**src/rtl/vga_timing_pkg.sv**
```systemverilog
// 640x480@60 VGA timing constants shared by the sync generator and the text/graphics path.
package vga_timing_pkg;

    localparam int unsigned H_VIS   = 640;
    localparam int unsigned H_FP    = 16;
    localparam int unsigned H_SYNC  = 96;
    localparam int unsigned H_BP    = 48;
    localparam int unsigned H_TOTAL = H_VIS + H_FP + H_SYNC + H_BP;

    localparam int unsigned V_VIS   = 480;
    localparam int unsigned V_FP    = 10;
    localparam int unsigned V_SYNC  = 2;
    localparam int unsigned V_BP    = 33;
    localparam int unsigned V_TOTAL = V_VIS + V_FP + V_SYNC + V_BP;

    localparam int unsigned COLOR_W = 12;
    localparam int unsigned CNT_W   = 10;

    // True when v lies in [lo, lo+len).
    function automatic logic in_span(input logic [CNT_W-1:0] v,
                                     input int unsigned lo,
                                     input int unsigned len);
        return (v >= CNT_W'(lo)) && (v < CNT_W'(lo + len));
    endfunction

endpackage

```
**src/rtl/sync_delay_line.sv**
```systemverilog
// Single-bit delay line of DEPTH stages advancing on en; DEPTH=0 is a plain wire.
module sync_delay_line #(
    parameter int unsigned DEPTH     = 2,
    parameter logic        RESET_VAL = 1'b0
) (
    input  logic clk,
    input  logic rst_n,
    input  logic en,
    input  logic din,
    output logic dout
);

    generate
        if (DEPTH == 0) begin : g_wire
            logic unused_ctrl;
            assign unused_ctrl = &{1'b0, clk, rst_n, en};
            assign dout        = din;
        end else begin : g_shift
            logic [DEPTH-1:0] stage;

            always_ff @(posedge clk or negedge rst_n) begin
                if (!rst_n) begin
                    stage <= {DEPTH{RESET_VAL}};
                end else if (en) begin
                    stage[0] <= din;
                    for (int i = 1; i < int'(DEPTH); i++) begin
                        stage[i] <= stage[i-1];
                    end
                end
            end

            assign dout = stage[DEPTH-1];
        end
    endgenerate

endmodule

```
**src/rtl/vga_sync_gen.sv**
```systemverilog
// VGA scan counters plus sync/blanking outputs delayed to line up with the colour pipeline.
module vga_sync_gen
    import vga_timing_pkg::*;
#(
    parameter int unsigned PIPE_DLY = 2
) (
    input  logic               CLK,
    input  logic               RESET,
    input  logic               pix_tick,
    input  logic [COLOR_W-1:0] rgb_in,
    output logic [CNT_W-1:0]   pix_x,
    output logic [CNT_W-1:0]   pix_y,
    output logic               video_on,
    output logic               hsync,
    output logic               vsync,
    output logic [COLOR_W-1:0] vga_rgb,
    output logic               frame_tick
);

    localparam logic [CNT_W-1:0] H_LAST = CNT_W'(H_TOTAL - 1);
    localparam logic [CNT_W-1:0] V_LAST = CNT_W'(V_TOTAL - 1);

    logic x_wrap;
    logic y_wrap;
    logic hsync_raw;
    logic vsync_raw;
    logic hsync_dly;
    logic vsync_dly;
    logic video_dly;

    assign x_wrap = (pix_x == H_LAST);
    assign y_wrap = (pix_y == V_LAST);

    // Scan position; line counter steps only when the pixel counter wraps.
    always_ff @(posedge CLK or negedge RESET) begin
        if (!RESET) begin
            pix_x <= '0;
            pix_y <= '0;
        end else if (pix_tick) begin
            pix_x <= x_wrap ? '0 : pix_x + CNT_W'(1);
            if (x_wrap) begin
                pix_y <= y_wrap ? '0 : pix_y + CNT_W'(1);
            end
        end
    end

    assign video_on   = (pix_x < CNT_W'(H_VIS)) && (pix_y < CNT_W'(V_VIS));
    assign hsync_raw  = !in_span(pix_x, H_VIS + H_FP, H_SYNC);
    assign vsync_raw  = !in_span(pix_y, V_VIS + V_FP, V_SYNC);
    assign frame_tick = pix_tick && x_wrap && y_wrap;

    sync_delay_line #(.DEPTH(PIPE_DLY), .RESET_VAL(1'b1)) u_hsync_dly (
        .clk  (CLK),
        .rst_n(RESET),
        .en   (pix_tick),
        .din  (hsync_raw),
        .dout (hsync_dly)
    );

    sync_delay_line #(.DEPTH(PIPE_DLY), .RESET_VAL(1'b1)) u_vsync_dly (
        .clk  (CLK),
        .rst_n(RESET),
        .en   (pix_tick),
        .din  (vsync_raw),
        .dout (vsync_dly)
    );

    sync_delay_line #(.DEPTH(PIPE_DLY), .RESET_VAL(1'b0)) u_video_dly (
        .clk  (CLK),
        .rst_n(RESET),
        .en   (pix_tick),
        .din  (video_on),
        .dout (video_dly)
    );

    // Output stage: blanking is applied with the delayed video flag so colour stays dark in sync.
    always_ff @(posedge CLK or negedge RESET) begin
        if (!RESET) begin
            hsync   <= 1'b1;
            vsync   <= 1'b1;
            vga_rgb <= '0;
        end else if (pix_tick) begin
            hsync   <= hsync_dly;
            vsync   <= vsync_dly;
            vga_rgb <= video_dly ? rgb_in : '0;
        end
    end

endmodule

```
**config.mk**
```make
export PLATFORM = sky130hd
export DESIGN_NAME = vga_sync_gen
export DESIGN_NICKNAME = d
export VERILOG_FILES = /design/src/rtl/vga_timing_pkg.sv /design/src/rtl/sync_delay_line.sv /design/src/rtl/vga_sync_gen.sv
export SDC_FILE = /design/constraint.sdc
export NUM_CORES = 1
export LEC_CHECK = 0
export BUFFER_PORTS_ARGS = -buffer_cell sky130_fd_sc_hd__buf_2
export CORE_MARGIN = 2
export CORE_UTILIZATION = 35
export CTS_CLUSTER_SIZE = 28
export DETAILED_ROUTE_END_ITERATION = 12
export GPL_TIMING_DRIVEN = 0
export HOLD_SLACK_MARGIN = 0.08
export SYNTH_ARGS = -nofsm -noshare
export SYNTH_HDL_FRONTEND = slang
export SYNTH_SLANG_ARGS = --single-unit
```
**constraint.sdc**
```tcl
create_clock -name CLK -period 4.2 [get_ports CLK]
set_clock_uncertainty 0.2 [all_clocks]
set_input_delay 0.63 -clock CLK [delete_from_list [all_inputs] [get_ports CLK]]
set_output_delay 0.63 -clock CLK [all_outputs]
set_load 0.05 [all_outputs]
```
# Word-level counts from Yosys, hierarchy flattened
# Cells that the tools add are included.
# op_classes
bitwise_logic	0
n_mul	0
shifts	0
mux	3
n_eq_ne	2
n_addsub	2
div	0
magnitude_cmp	6
reduce_logical	8
# ops
operator	n
$add 10x1->10 const B	2
$eq 10x10->1 const B	2
$lt 10x10->1 const B	2
$lt 10x9->1 const B	2
$mux 10	2
$mux 12	1
$ge 10x10->1 const B	1
$ge 10x9->1 const B	1
$logic_and 1x1->1	5
$logic_not 1->1	2
$reduce_and 2->1	1
# totals
elab_cells	29
mem_bits_rw	0
ff_bits	40
latchBits	0
output_inout_bits	36
mem_count	0
in_bits	15
mem_bits_ro	0

# Depth between registers and ports, before layout
# Gate-level depths: netlist (run 1).
# depth
depth_word	3
ltp_mapped	6
depth_no_buf	6

# Cells and area by module
# A second synthesis (run 1) with hierarchy kept.
# hier_totals
cells_unflattened	172
area_unflattened_um2	1848.0
# modules_own_cells
mod	area_per_inst_um2	instances	seq_area_each_um2	cells_per_inst
vga_sync_gen	1625.3	1	853.3	160
sync_delay_line (u_hsync_dly ...)	75.1	2	52.6	4
sync_delay_line (u_video_dly)	72.6	1	50.0	4

# Worst setup path after synthesis (run 1)
# OpenSTA, ideal clock, no wires.
# synth_path
path_kind	reg2out
startpoint	register pix_x[0]
endpoint	output frame_tick
t_required_ps	3370
stages_incl_launch_ff	6
t_arrival_ps	2407
n_path_buf	1
path_slack_ps	963
path_cell_list	dfrtp_1 ha_1 nand4_4 or4_4 buf_6 nor2_1
# synth_via
elab_chain_len	3
# synth_rtl
item	line_no	text
start, declared	vga_sync_gen.sv:11	output logic [CNT_W-1:0] pix_x,
start signal, assigned	vga_sync_gen.sv:40	pix_x <= x_wrap ? '0 : pix_x + CNT_W'(1);
$eq 10x10->1	vga_sync_gen.sv:31	assign x_wrap = (pix_x == H_LAST);
$logic_and 1x1->1 (2 in series)	vga_sync_gen.sv:50	assign frame_tick = pix_tick && x_wrap && y_wrap;
end, declared	vga_sync_gen.sv:17	output logic frame_tick
# Every way passes these cells.

# Worst setup path in the final report (run 1)
# Ends and elaborated chain as after synthesis.

==> flow_summary_export.csv, run 1 <==
group,metric,value,unit
power_and_ir_drop,power,1.10,mW
global_routing,grt_usage,14.3,%
yosys,syn-instance-count,188,
flow_run,drv_cap,0,
route,via_count,1557,
floorplanning,ios,51,
critical_path,critPathKind,"reg2out",
sta,finalSetupTns,0,ps
critical_path,r2r_cells,5,
power_and_ir_drop,leakagePower,1.11,nW
yosys,ys_async_sr_fraction,100,%
cells_and_area,final_cell_area,2360,um2
yosys,ys.flop_type,"dfrtp_1",
global_routing,use_met2,21.9,%
clocking,clk_pin_slew,80,ps
cells_and_area,fin_cells,316,
power_and_ir_drop,ir_drop,227,uV
floorplanning,num_rows,26,
placed_design,port-buffer-count,50,
critical_path,required,3370,ps
clocking,clk-insertion-delay-late,290,ps
yosys,ys_seq_elements,40,
yosys,synth_most_common_cell,"dfrtp_1",
global_routing,antenna_found_initial,0,
route,drt-vias-per-instance,4.93,
yosys,synth_commonest_cells,"34 x dfrtp_1, 21 x nand3_1, 20 x o21ai_0",
sta,hold_viol,0,
route,drt-initial-drc-count,64,
critical_path,crit_chain,"ha_1 -> nand4_4 -> or4_4 -> buf_6 -> nor2_1 -> buf_2",
cells_and_area,fillers,527,
status,status,"finished clean",
clocking,clock-sinks,40,
sta,rsz0062_at_grt,"false",
global_routing,top_usage_layer,"met2",
sta,period_share,70.6,%
placed_design,gp_congestion,0.766,
critical_path,critPathMaxStageDelay,530,ps
floorplanning,core-area,5170,um2
global_routing,grt_max_degree,41,
critical_path,critPathSlowestCell,"or4_4",
clocking,cts_buffers,5,
route,drtAntennaViolNets,0,
yosys,yosysSeqAreaShare,53.4,%
cells_and_area,nNetsFinal,264,
floorplanning,die_h,77.5,um
cells_and_area,diodes,0,
hold_path,worst_hold_path_type,"in2async",
global_routing,grt_pass1_wl,6930,um
clocking,post_cts_resize_count,0,
floorplanning,fp.dieW,77.5,um
yosys,synth_top_area_cell,"dfrtp_1",
placed_design,dp.cells,308,
clocking,postCtsHoldBufs,0,
cells_and_area,drive_gt1_share,29.7,%
floorplanning,start_util,36.5,%
power_and_ir_drop,p_per_area,467,nW/um2
route,wire_per_inst,12.9,um
yosys,avgSynthCellArea,10.0,um2
sta,whs,252,ps
route,wirelength,4080,um
cells_and_area,area_growth,24.9,%
global_routing,use_met3,4.53,%
sta,slew-limit-headroom,40.1,%
yosys,synth_area_leaders,"dfrtp_1 45%, dfstp_2 8.3%, nand3_1 5.6%",
sta,slew_violations,0,
sta,setup_violations,0,
clocking,cts_tree,"done",
yosys,synth.distinct_cells,37,
clocking,cts_root_buffer,"clkbuf_8",
critical_path,cp.arrival,2140,ps
critical_path,endpoint_kind,"output port",
placed_design,placed_area,2230,um2
route,firstDrtPassIters,4,
critical_path,worstPathMaxFanout,10,
route,route.detailed.drc,0,
placed_design,hpwl,2860,um
critical_path,critPathLaunchType,"flip-flop",
floorplanning,die-area,6000,um2
yosys,yosysWarnings,0,
clocking,post_cts_buffers,0,
yosys,yosys.area.top_type_share,45.0,%
global_routing,grt_pass1_vias,1458,
yosys,synth_edf_count,0,
clocking,clk_path_buf_depth,2,
global_routing,grtUsageMet1,18.8,%
yosys,syn_area,1890,um2
sta,worstMarginPinSlew,891,ps
sta,fmax,0.337,GHz
global_routing,gr-total-overflow,0,
yosys,synth.net_count,207,
clocking,htreeDepth,2,
sta,period_needed,2970,ps
worst max-delay path: cells and delay by family, from the launching register on:
family / cells / cell delay, ps
simple gates: 3 / 780
flops: 1 / 410
fa+ha+maj: 1 / 230
buf+inv: 2 / 430
sequential cells by signal, summed over array words and instances (netlist names):
register	flops
vsync	1
hsync	1
u_hsync_dly.g_shift.stage	2
u_video_dly.g_shift.stage	2
pix_x	10
vga_rgb	12
u_vsync_dly.g_shift.stage	2
pix_y	10
cell usage in the layout, fill, tap and decap left out, drive strengths merged, types with 2 or more instances in the layout:
cell type   n
mux2i       2
nor4        2
and4        3
clkbuf     13
dfstp       6
xnor2       5
nor3        4
nand3      21
o21ai      20
bufinv      2
or4         2
dfrtp      34
a31oi       2
and3        3
nand4       4
nor2       13
a21oi       2
ha          4
inv        17
buf        52
xor2        4
nand2      14
mux2        6
metal layers:
metal | up-vias | routed length (um)
li1 | 767 | -
met4 | 0 | 45
met5 | - | 0
met1 | 742 | 2020
met2 | 41 | 1780
met3 | 7 | 230
cells by family after synthesis:
family                     Yosys count  share of synthesized area (%)
and+or+nand+nor                     72                           21.1
DFF                                 40                           53.4
AOI/OAI and AO/OA                   29                           8.48
buffers and inverters               26                           5.56
xor gates and xnor gates             9                           4.17
muxes                                8                           4.64
adders and majority gates            4                           2.65
final timing paths:
| check | from | endpoint | slack (ps) |
|---|---|---|---|
| setup / recovery | pix_x[0] | frame_tick | 1230 |
| hold / removal | RESET | vga_rgb[9] | 250 |
| setup reg to reg | pix_x[0] | pix_y[6] | 1840 |
| hold reg to reg | u_vsync_dly.g_shift.stage[0] | u_vsync_dly.g_shift.stage[0] | 310 |
| max in group asynchronous | RESET | pix_y[4] | 2980 |
| min in group CLK | u_vsync_dly.g_shift.stage[0] | u_vsync_dly.g_shift.stage[0] | 310 |
per-stage QoR:
step                      utilization, %  worst slack [ps]
after floorplan                        -               963
after global placement              43.1              1410
after detailed placement            43.1              1390
after CTS                           45.6              1210
after global routing                45.6              1050
final                               45.6              1230
power by group:
part           internal (mW)  leakage [nW]  total (mW)  switching, mW
logic                 0.0755         0.539       0.271          0.195
clock network          0.237        0.0654       0.369          0.131
registers              0.418         0.511       0.463         0.0450
total                  0.731          1.11        1.10          0.372
layout make-up:
| class | instances | area [um2] | share of cell area, % |
|---|---|---|---|
| flip-flops and latches | 40 | 1010 | 42.7 |
| multi-input cells | 122 | 776 | 32.9 |
| repair buffers | 50 | 250 | 10.6 |
| well taps | 70 | 87.6 | 3.71 |
| clock buffers | 6 | 72.6 | 3.08 |
| inverters | 17 | 63.8 | 2.70 |
| clock inverters | 2 | 60.1 | 2.55 |
| plain buffers | 9 | 41.3 | 1.75 |
(Power assumes the default switching activity.)
==> run 2: changes to the inputs <==
clock period = 2.5 ns   (was 4.2 ns; I/O delays follow)
==> flow_summary_export.csv, run 2 (same netlist as run 1, synthesis figures left out) <==
group,metric,value,unit
status,status,"finished clean",
cells_and_area,drive_gt1_share,33.6,%
clocking,cts_buffers,5,
power_and_ir_drop,ir_drop,385,uV
cells_and_area,largest_register_ffs,12,
power_and_ir_drop,power_frac_seq,45.8,%
hold_path,worst_hold_path_type,"in2reg",
critical_path,worstPathMaxFanout,10,
placed_design,port-buffer-count,50,
critical_path,critPathMostFrequentCell,"buf_6",
floorplanning,die-area,6000,um2
cells_and_area,top_regs,"vga_rgb: 12 flops, pix_x: 10 flops, pix_y: 10 flops",
global_routing,grt_pass1_vias,1449,
sta,slew_violations,0,
cells_and_area,nNetsFinal,268,
placed_design,gp_congestion,0.763,
route,wire_per_inst,12.9,um
placed_design,hpwl,2850,um
hold_path,hold_start,"rgb_in[11]",
sta,hold_viol,0,
sta,worstMarginPinSlew,903,ps
global_routing,grt_pass1_wl,6720,um
critical_path,worst-r2r-setup-slack,170,ps
critical_path,critPathKind,"reg2out",
sta,rsz0062_at_grt,"true",
critical_path,endpoint_kind,"output port",
sta,setup_violations,0,
cells_and_area,area_growth,26.6,%
critical_path,crit_chain,"clkbuf_1 -> or4_4 -> buf_6 -> nor2_4 -> buf_6",
global_routing,grt_max_degree,41,
route,drt-vias-per-instance,4.88,
floorplanning,fp.dieW,77.5,um
route,wirelength,4120,um
clocking,clk_pin_slew,80,ps
critical_path,reg2reg_to,"pix_y[0]",
critical_path,required,1920,ps
critical_path,cp.arrival,1860,ps
cells_and_area,fin_cells,320,
clocking,clock-sinks,40,
floorplanning,num_rows,26,
cells_and_area,diodes,0,
power_and_ir_drop,p_sw,0.663,mW
floorplanning,ios,51,
critical_path,critPathSlowestCell,"or4_4",
clocking,clk-insertion-delay-late,300,ps
global_routing,antenna_found_initial,0,
cells_and_area,final_cell_area,2390,um2
clocking,cts_tree,"done",
route,drt-initial-drc-count,36,
route,drtAntennaViolNets,0,
placed_design,dp.cells,308,
floorplanning,die_h,77.5,um
critical_path,r2r_cells,6,
sta,period_needed,2440,ps
critical_path,crit_family,"simple AND/OR/NAND/NOR gates",
sta,slew-limit-headroom,39.8,%
clocking,cts_root_buffer,"clkbuf_8",
power_and_ir_drop,sw_frac_of_total,37.9,%
hold_path,hold_path_end,"vga_rgb[11]",
route,firstDrtPassIters,4,
clocking,htreeDepth,2,
power_and_ir_drop,intPower,1.09,mW
critical_path,critPathLaunchType,"flip-flop",
route,route.detailed.drc,0,
global_routing,grt_usage,14.0,%
floorplanning,start_util,36.5,%
critical_path,worst-path-buf-inv,3,
cells_and_area,layout_common_cells,"49 x buf_2, 30 x dfrtp_1, 21 x nand3_1, 20 x o21ai_0, 17 x inv_1",
power_and_ir_drop,p_per_area,732,nW/um2
cells_and_area,top_register,"vga_rgb",
clocking,clk_path_buf_depth,2,
floorplanning,core-area,5170,um2
flow_run,drv_cap,0,
cells_and_area,final_common_cell,"buf_2",
critical_path,r2r_start,"pix_x[0]",
power_and_ir_drop,p_clk_share,26.5,%
sta,period_share,97.5,%
critical_path,critPathMaxStageDelay,580,ps
hold_path,min_delay_path_depth,3,
placed_design,placed_area,2240,um2
power_and_ir_drop,power_frac_comb,27.7,%
power_and_ir_drop,leakagePower,1.11,nW
route,via_count,1562,
sta,fmax,0.410,GHz
global_routing,gr-total-overflow,0,
## run 2: cell type report
type / instances / area, um2
clock inverter: 2 / 15.0
tap: 70 / 87.6
timing repair buffer: 55 / 297
fill: 509 / 2780
multi-input combinational: 122 / 796
buffer: 8 / 37.5
clock buffer: 6 / 82.6
inverter: 17 / 63.8
sequential: 40 / 1010
## run 2: power by group through the flow
stage	Clock, mW	Combinational, mW	Sequential [mW]
after global routing	0.508	0.523	0.812
after detailed placement	0	0.460	0.797
after floorplan	0	0.155	0.976
after global placement	0	0.454	0.794
after CTS	0.477	0.484	0.791
final	0.463	0.486	0.802
## run 2: worst register-to-register path, stage by stage (launching register included)
cell and delay (ps):
dfrtp_2 400, ha_4 150, nand4_4 70, buf_4 170, nor4_2 720, nand2_1 260, o21ai_0 270
## run 2: how the worst max path moves through the flow
| stage | from | slack, ps | cells past startpoint | endpoint |
|---|---|---|---|---|
| global placement | pix_x[0] | 120 | 5 | pix_y[6] |
| detailed placement | pix_x[0] | 130 | 5 | pix_y[0] |
| floorplan | pix_x[4] | 10 | 5 | frame_tick |
| CTS | pix_x[5] | 20 | 5 | frame_tick |
| finish | pix_x[6] | 60 | 5 | frame_tick |
| global route | pix_x[0] | -20 | 6 | pix_y[0] |
## run 2: metrics by stage
stage / power [mW] / hold WS [ps] / setup TNS, ps / setup slack (ps) / utilization [%]
floorplan: 1.13 / -121 / 0 / 15.0 / -
global placement: 1.25 / 285 / 0 / 118 / 43.3
detailed placement: 1.26 / 298 / 0 / 127 / 43.3
CTS: 1.75 / 110 / 0 / 17.4 / 45.9
global route: 1.84 / 110 / -42.7 / -23.7 / 46.3
finish: 1.75 / 118 / 0 / 62.1 / 46.3
## run 2: routing by layer
metal	wire [um]	up-vias	track usage, %
li1	-	767	-
met1	1990	741	18.2
met2	1860	47	22.4
met3	210	7	3.49
met4	57	0	5.36
met5	0	-	0
## run 2: what timing repair did
action	in CTS	in global routing
hold buffers	1	0
buffers inserted	3	1
hold endpoints to repair	34	0
gates resized for setup	4	2
pin swaps	0	1
setup endpoints to repair	1	3
==> run 3: changes to the inputs <==
SLEW_MARGIN = 30   (was unset)
SYNTH_HIERARCHICAL = 1   (was unset)
==> flow_summary_export.csv, run 3 <==
group,metric,value,unit
status,status,"finished clean",
cells_and_area,fillers,508,
clocking,clock-sinks,40,
yosys,ys_async_sr_fraction,100,%
placed_design,gp_congestion,0.773,
global_routing,antenna_found_initial,0,
sta,period_share,95.9,%
sta,setup_violations,0,
power_and_ir_drop,p_per_area,697,nW/um2
yosys,synth_edf_count,0,
floorplanning,die-area,5880,um2
global_routing,grt_pass1_wl,6470,um
cells_and_area,nNetsFinal,254,
floorplanning,fp.dieW,76.7,um
placed_design,hpwl,2690,um
cells_and_area,final_cell_area,2360,um2
yosys,ys_seq_elements,40,
yosys,synth_area_leaders,"dfrtp_1 46%, dfstp_2 8.5%, mux2_2 6.1%",
hold_path,hold_start,"rgb_in[8]",
critical_path,critPathLaunchType,"flip-flop",
critical_path,required,1920,ps
critical_path,r2r_start,"pix_x[6]",
route,drtAntennaViolNets,0,
cells_and_area,final_common_cell,"buf_2",
clocking,clk_pin_slew,80,ps
yosys,synth.net_count,191,
clocking,clk-insertion-delay-late,290,ps
yosys,avgSynthCellArea,10.7,um2
clocking,cts_tree,"done",
route,wirelength,3950,um
placed_design,dp_slack,-182,ps
power_and_ir_drop,intPower,1.03,mW
sta,hold_viol,0,
sta,finalSetupTns,0,ps
global_routing,gr-total-overflow,0,
sta,fmax,0.417,GHz
placed_design,port-buffer-count,50,
clocking,clk_path_buf_depth,2,
power_and_ir_drop,power_frac_seq,47.7,%
sta,worstMarginPinSlew,498,ps
yosys,synth_top_area_cell,"dfrtp_1",
yosys,synth_commonest_cells,"34 x dfrtp_1, 18 x nand3_1, 16 x inv_1",
floorplanning,start_util,36.2,%
power_and_ir_drop,p_sw,0.618,mW
floorplanning,die_h,76.7,um
power_and_ir_drop,leakagePower,1.12,nW
yosys,yosysWarnings,6,
hold_path,min_delay_path_depth,3,
cells_and_area,drive_gt1_share,39.4,%
power_and_ir_drop,power_frac_comb,27.0,%
sta,slew-limit-headroom,66.8,%
global_routing,grt_usage,13.7,%
power_and_ir_drop,p_clk_share,25.3,%
cells_and_area,area_growth,27.6,%
sta,period_needed,2400,ps
power_and_ir_drop,ir_drop,342,uV
yosys,yosysSeqAreaShare,54.6,%
critical_path,worstSetupStartpoint,"pix_x[6]",
floorplanning,core-area,5110,um2
critical_path,worstPathMaxFanout,5,
global_routing,grt_max_degree,41,
clocking,cts_root_buffer,"clkbuf_8",
cells_and_area,top_regs,"vga_rgb: 12 flops, pix_x: 10 flops, pix_y: 10 flops",
power_and_ir_drop,sw_frac_of_total,37.6,%
route,drt-initial-drc-count,63,
route,wire_per_inst,12.9,um
yosys,synth_most_common_cell,"dfrtp_1",
cells_and_area,top_register,"vga_rgb",
floorplanning,ios,51,
yosys,synth.distinct_cells,38,
route,drt-vias-per-instance,4.88,
global_routing,grt_pass1_vias,1353,
route,firstDrtPassIters,3,
cells_and_area,seq_area,1010,um2
flow_run,drv_cap,0,
critical_path,critPathKind,"reg2out",
yosys,yosys.area.top_type_share,46.0,%
critical_path,r2r_cells,4,
floorplanning,num_rows,26,
clocking,htreeDepth,2,
hold_path,worst_hold_path_type,"in2reg",
route,route.detailed.drc,0,
cells_and_area,layout_common_cells,"48 x buf_2, 30 x dfrtp_1, 18 x nand3_1, 16 x inv_1, 15 x o21ai_0",
clocking,cts_buffers,5,
placed_design,placed_area,2190,um2
sta,whs,121,ps
yosys,ys.flop_type,"dfrtp_1",
cells_and_area,diodes,0,
critical_path,endpoint_kind,"output port",
cells_and_area,largest_register_ffs,12,
route,via_count,1493,
sta,slew_violations,0,
sta,setup_slack,102,ps
cells_and_area,multi_input_area,787,um2
yosys,syn-instance-count,172,
yosys,syn_area,1850,um2
critical_path,cp.arrival,1820,ps
run 3: changes by cell type after synthesis, sizes merged, moves of 3 or more:
cell and change:
mux2 +4, nand2 -6, nand3 -3, nand4 +3
nor2 -5, o21ai -5, xnor2 +3
run 3: final timing paths:
kind	endpoint	slack (ps)
setup reg to reg	pix_y[9]	130
max in group asynchronous	pix_x[5]	1320
setup / recovery	frame_tick	100
hold reg to reg	pix_y[7]	310
min in group asynchronous	vga_rgb[4]	390
hold / removal	vga_rgb[8]	120
run 3: layer usage:
metal  vias up  share of wire (%)  GRT usage [%]
met1       711                 49           19.2
met2        44                 44           20.5
met4         0                1.6           5.45
met5         -                  0              0
met3         6                5.2           3.18
li1        732                  -              -
run 3: power by group through the flow:
stage / sequential (mW) / clock (mW) / combinational [mW]
after floorplan: 0.994 / 0 / 0.114
after global placement: 0.795 / 0 / 0.432
after detailed placement: 0.798 / 0 / 0.434
after CTS: 0.785 / 0.431 / 0.443
after global routing: 0.798 / 0.456 / 0.480
final: 0.784 / 0.416 / 0.444
run 3: critical path: stages, from the launching register on:
cell     delay, ps
dfrtp_2        440
or4b_4         590
nor3_4         170
and2_4         190
buf_6          150
run 3: area by class of cell:
type,instances,area share (%)
clock buffers,7,3.24
repair buffers,57,13.3
plain buffers,4,0.637
flip-flops and latches,40,43.0
well taps,70,3.71
clock inverters,1,0.212
multi-input cells,111,33.4
inverters,16,2.55
run 3: per-stage QoR:
| stage | util, % | cells | total power [mW] |
|---|---|---|---|
| detailed placement | 42.9 | 292 | 1.23 |
| global placement | 42.9 | 292 | 1.23 |
| global route | 46.2 | 306 | 1.73 |
| finish | 46.2 | 306 | 1.64 |
| CTS | 45.2 | 302 | 1.66 |
| floorplan | - | 172 | 1.11 |
run 3: kinds of logic (layout without fill, tap and decap cells):
kind of cell / count (synthesis) / in the layout / synth area share [%]
flops: 40 / 40 / 54.6
fa+ha+maj: 4 / 4 / 2.71
buf+inv: 21 / 85 / 4.33
mux: 10 / 10 / 6.09
compound gates: 26 / 26 / 8.46
xor+xnor: 10 / 10 / 4.74
simple gates: 61 / 61 / 19.1
run 3: timing repair:
item / CTS / global route
endpoints found under the setup margin: 1 / 2
resized for setup: 4 / 2
cloned: 0 / 0
hold buffers: 1 / 0
setup buffers: 1 / 5
pin swaps: 1 / 1
endpoints found under the hold margin: 34 / 0
